$ cat config.mk
export PLATFORM = sky130hd
export DESIGN_NAME = aes_job_scheduler
export DESIGN_NICKNAME = d
export VERILOG_FILES = /design/src/rtl/aes_job_scheduler.sv
export SDC_FILE = /design/constraint.sdc
export NUM_CORES = 1
export LEC_CHECK = 0
export CAP_MARGIN = 20
export CORE_AREA = 8 8 354 356
export CTS_CLUSTER_DIAMETER = 30
export DETAILED_ROUTE_END_ITERATION = 6
export DIE_AREA = 0 0 362 364
export GPL_TIMING_DRIVEN = 0
export HOLD_SLACK_MARGIN = 0.03
export PLACE_DENSITY_LB_ADDON = 0.15
export SLEW_MARGIN = 40
export SYNTH_ARGS = -nofsm -noshare
export SYNTH_HDL_FRONTEND = slang
export SYNTH_SLANG_ARGS = --single-unit
export TNS_END_PERCENT = 50
$ cat constraint.sdc
create_clock -name clk -period 13 [get_ports clk]
set_clock_uncertainty 0.1 [all_clocks]
set_input_delay 2.6 -clock clk [delete_from_list [all_inputs] [get_ports clk]]
set_output_delay 2.6 -clock clk [all_outputs]
set_load 0.05 [all_outputs]
$ cat src/rtl/aes_job_scheduler.sv
// Round-robin scheduler sharing one AES engine between an encrypt and a decrypt
// requester: accepts one job, pulses eng_start, waits for eng_done or timeout, returns the result.
module aes_job_scheduler #(
  parameter int Nk      = 4,
  parameter int Nr      = 10,
  parameter int TIMEOUT = 64
) (
  input  logic             clk,
  input  logic             reset,
  input  logic             enc_req_valid,
  output logic             enc_req_ready,
  input  logic [127:0]     enc_data,
  input  logic             dec_req_valid,
  output logic             dec_req_ready,
  input  logic [127:0]     dec_data,
  input  logic [Nk*32-1:0] key_in,
  output logic             eng_start,
  output logic             eng_mode,
  output logic [127:0]     eng_data,
  output logic [Nk*32-1:0] eng_key,
  input  logic             eng_done,
  input  logic [127:0]     eng_result,
  output logic             rsp_valid,
  input  logic             rsp_ready,
  output logic             rsp_mode,
  output logic [127:0]     rsp_data,
  output logic             rsp_error,
  output logic             busy,
  output logic [7:0]       err_count,
  output logic [1:0]       state_dbg
);

  localparam int CW = $clog2(TIMEOUT);

  typedef enum logic [1:0] {
    S_IDLE  = 2'd0,
    S_ISSUE = 2'd1,
    S_WAIT  = 2'd2,
    S_RESP  = 2'd3
  } state_t;

  // Nr only configures the external engine; a bad TIMEOUT would make the guard unreachable.
  if (TIMEOUT < 2 || Nr < 1) begin : g_param_check
    $error("aes_job_scheduler: TIMEOUT must be >= 2 and Nr >= 1");
  end

  state_t         state;
  logic           last_dec;
  logic [CW-1:0]  wait_cnt;
  logic [CW-1:0]  wait_nxt;
  logic           enc_win;
  logic           dec_win;

  // Handshakes: a transfer happens on a rising clk edge where valid & ready are both high.
  // Requesters may drop valid before ready (nothing happens); rsp_* hold steady while
  // rsp_valid is high until rsp_ready is seen. Request readies are combinational.
  assign enc_win       = enc_req_valid & (~dec_req_valid | last_dec);
  assign dec_win       = dec_req_valid & (~enc_req_valid | ~last_dec);
  assign enc_req_ready = (state == S_IDLE) & enc_win;
  assign dec_req_ready = (state == S_IDLE) & dec_win;
  assign busy          = (state != S_IDLE);
  assign state_dbg     = state;
  assign wait_nxt      = wait_cnt + CW'(1);

  always_ff @(posedge clk or posedge reset) begin
    if (reset) begin
      state     <= S_IDLE;
      last_dec  <= 1'b1;
      wait_cnt  <= '0;
      eng_start <= 1'b0;
      eng_mode  <= 1'b0;
      eng_data  <= '0;
      eng_key   <= '0;
      rsp_valid <= 1'b0;
      rsp_mode  <= 1'b0;
      rsp_data  <= '0;
      rsp_error <= 1'b0;
      err_count <= '0;
    end else begin
      eng_start <= 1'b0;
      case (state)
        S_IDLE: begin
          if (enc_req_ready) begin
            eng_data  <= enc_data;
            eng_key   <= key_in;
            eng_mode  <= 1'b0;
            last_dec  <= 1'b0;
            eng_start <= 1'b1;
            state     <= S_ISSUE;
          end else if (dec_req_ready) begin
            eng_data  <= dec_data;
            eng_key   <= key_in;
            eng_mode  <= 1'b1;
            last_dec  <= 1'b1;
            eng_start <= 1'b1;
            state     <= S_ISSUE;
          end
        end
        S_ISSUE: begin
          wait_cnt <= '0;
          state    <= S_WAIT;
        end
        S_WAIT: begin
          wait_cnt <= wait_nxt;
          // Testing the post-increment count puts rsp_valid exactly TIMEOUT cycles after eng_start.
          if (eng_done) begin
            rsp_data  <= eng_result;
            rsp_error <= 1'b0;
            rsp_mode  <= eng_mode;
            rsp_valid <= 1'b1;
            state     <= S_RESP;
          end else if (wait_nxt == CW'(TIMEOUT - 1)) begin
            rsp_data  <= '0;
            rsp_error <= 1'b1;
            rsp_mode  <= eng_mode;
            rsp_valid <= 1'b1;
            if (err_count != 8'hff) begin
              err_count <= err_count + 8'd1;
            end
            state     <= S_RESP;
          end
        end
        S_RESP: begin
          if (rsp_ready) begin
            rsp_valid <= 1'b0;
            state     <= S_IDLE;
          end
        end
        default: state <= S_IDLE;
      endcase
    end
  end

endmodule

==> impl_metrics.toml <==
[synthesis]
yosys.area.top_type_share_pct = 62.74
synth_nets = 2024
ys_dominant_reg_cell = "dfrtp_1"
syn_area_per_cell_um2 = 10.77
ys_seq_elements = 406
synthCells = 1500
synth_top_cell_by_area = "dfrtp_1"
seq_area_frac_synth_pct = 62.90
ys_top_cells_by_area = "dfrtp_1 (63%), nand2_1 (12%), mux2i_1 (8.1%)"
synth_edf_count = 0
yosysWarnings = 0
synth_async_sr_flop_share_pct = 100.0
synth_cell_type_count = 37
syn_area_um2 = 16150

[cts]
cts_tree = "yes"
cts_buffers = 142
clkTransAtPathRegs_ps = 40
clockRootBuffer = "clkbuf_16"
clk_latency_ps = 720
postCtsHoldBufs = 0
clk_path_buf_depth = 3
cts_sinks = 406
cts_setup_buffers = 0
cts.htree.levels = 4
cts_resized = 0

[drt]
drt_iter0_drc = 586
dr_total_vias = 15850
first_pass_iters = 5
wire_per_inst_um = 21.29
wl_um = 91960
drc_errors = 0
viasPerCell = 3.668
ant_nets = 0

[global_route]
first_global_vias = 17800
antenna_found_initial = 23
grt_overflow_total = 0
grt_max_degree = 26
grtUsageTotal_pct = 13.41
grt_pass1_wl_um = 129000

[die]
die_y_um = 364
die_x_um = 362
num_io_pins = 920
coreArea_um2 = 119300
die_area_um2 = 131800
fp-row-count = 127
start_util_pct = 13.54

[place]
placed_area_um2 = 27840
io_buffers = 919
routabilityCongestion = 0.7773
dpl.hpwl_um = 74670

[finish]
stdcell_area_um2 = 32790
area_delta_synth_final_pct = 103.0
final_common_cell = "clkdlybuf4s50_1"
nets = 3107
final_cell_mix = "clkdlybuf4s50_1 (919), nand2_1 (526), dfrtp_1 (405)"
drive_above_1_share_pct = 10.94

[timing]
tightest_slew_ps = 754.0
hold_violations = 0
fin_setup_tns_ps = 0
fin_crit_ps = 8372
fin_crit_sh_pct = 64.40
fmax_ghz = 0.1194
finalSetupViolCount = 0
grt_setup_unrepaired = "false"
relSlewSlack_pct = 49.74
drv_slew = 0

[power_and_ir_drop]
leakage_nw = 14.20
ir_drop_mv = 0.1547
p_per_area_nw_per_um2 = 323.4
p_total_w = 0.01060

[hold_path]
worstHoldStart = "eng_key[25]"
hold_path_class = "flip-flop to flip-flop"

[worst_setup_path]
slowest_stage = "clkdlybuf4s50_1"
cp.arrival_ps = 5670
crit_type = "primary input to primary output"
crit_fanout = 10
timing.rr.start = "state_dbg[0]"
end_kind = "primary output"
required_ps = 10300
max_stage_delay_ps = 900
crit_start = "enc_req_valid"
critPathLaunchType = "primary input"
crit_path_cell_trace = "clkdlybuf4s50_1 > nand2_1 > a21oi_1 > buf_2 > buf_2 > clkdlybuf4s50_1"

[status]
status = "finished, final reports clean"

[job]
max-cap-violations = 0
-- through the flow --
step / hold slack (ps) / setup WS [ps] / utilization (%) / cells
2_1_floorplan: 370.2 / 4831 / - / 1500
3_3_place_gp: 361.9 / 1337 / 22.94 / 4031
3_5_place_dp: 361.9 / 4596 / 23.33 / 4051
4_1_cts: 371.5 / 4586 / 27.45 / 4308
5_1_grt: 381.2 / 4537 / 27.46 / 4314
6_report: 369.0 / 4628 / 27.48 / 4320
-- cell families after synthesis --
| group | count (synthesis) | synth area share, % |
|---|---|---|
| compound gates | 278 | 11.70 |
| flops | 406 | 62.90 |
| simple gates | 556 | 13.29 |
| xor+xnor | 6 | 0.3719 |
| fa+ha+maj | 6 | 0.4647 |
| mux | 135 | 8.404 |
| buf+inv | 113 | 2.874 |
-- where the power goes --
| group | switching, W | internal (W) | total, W |
|---|---|---|---|
| clock | 0.000959 | 0.00248 | 0.00344 |
| combinational | 0.00339 | 0.00155 | 0.00494 |
| sequential | 0.000354 | 0.00186 | 0.00222 |
| total | 0.00470 | 0.00590 | 0.0106 |
-- flip-flops by register name, indices dropped and copies added (netlist names) --
register	flops
rsp_data	128
rsp_mode	1
last_dec	1
eng_key	128
eng_mode	1
eng_start	1
state_dbg	2
eng_data	128
err_count	8
rsp_valid	1
rsp_error	1
wait_cnt	6
-- Yosys cell counts, types with 2 or more instances --
master and n:
nand2_1 526, dfrtp_1 405, o21ai_0 134, mux2i_1 130
a22o_1 128, clkbuf_1 66, buf_2 32, inv_1 13
nand3_1 9, a21oi_1 7, ha_1 6, mux2_2 5
nor2_1 4, nand2b_1 3, nor3_1 3, xnor2_1 3
buf_1 2, nor2b_1 2, o21bai_1 2, o22ai_1 2
xor2_1 2
-- layout make-up --
type | instances | area [um2]
Clock inverter | 51 | 716.9
Buffer | 100 | 421.7
Clock buffer | 206 | 4199
Sequential cell | 406 | 10160
Inverter | 13 | 52.55
Tap cell | 1612 | 2017
Timing Repair Buffer | 939 | 9662
Antenna cell | 12 | 30.03
Multi-Input combinational cell | 981 | 5529
Fill cell | 12480 | 86550
-- worst paths after layout --
path,endpoint,slack [ps],cells past startpoint
worst min register to register,eng_key[25],370,2
worst min-delay path,eng_key[25],370,2
worst max register to register,eng_data[15],9390,8
min in group asynchronous,eng_key[49],2190,2
max in group asynchronous,rsp_data[65],8700,10
worst max-delay path,enc_req_ready,4630,6
-- per-layer routing --
| layer | share of wire, % | wire length, um | GRT usage [%] |
|---|---|---|---|
| met1 | 37 | 33780 | 13.94 |
| met2 | 51 | 46700 | 23.39 |
| met3 | 10 | 9208 | 6.636 |
| met4 | 2.4 | 2169 | 4.837 |
| met5 | 0.11 | 100 | 0 |
-- worst max-delay path, delay by kind of cell --
family | cells | cell delay (ps)
buffers and inverters | 4 | 2390
AO/OA/AOI/OAI | 1 | 530
AND/OR/NAND/NOR | 1 | 100
(Power assumes the default switching activity.)
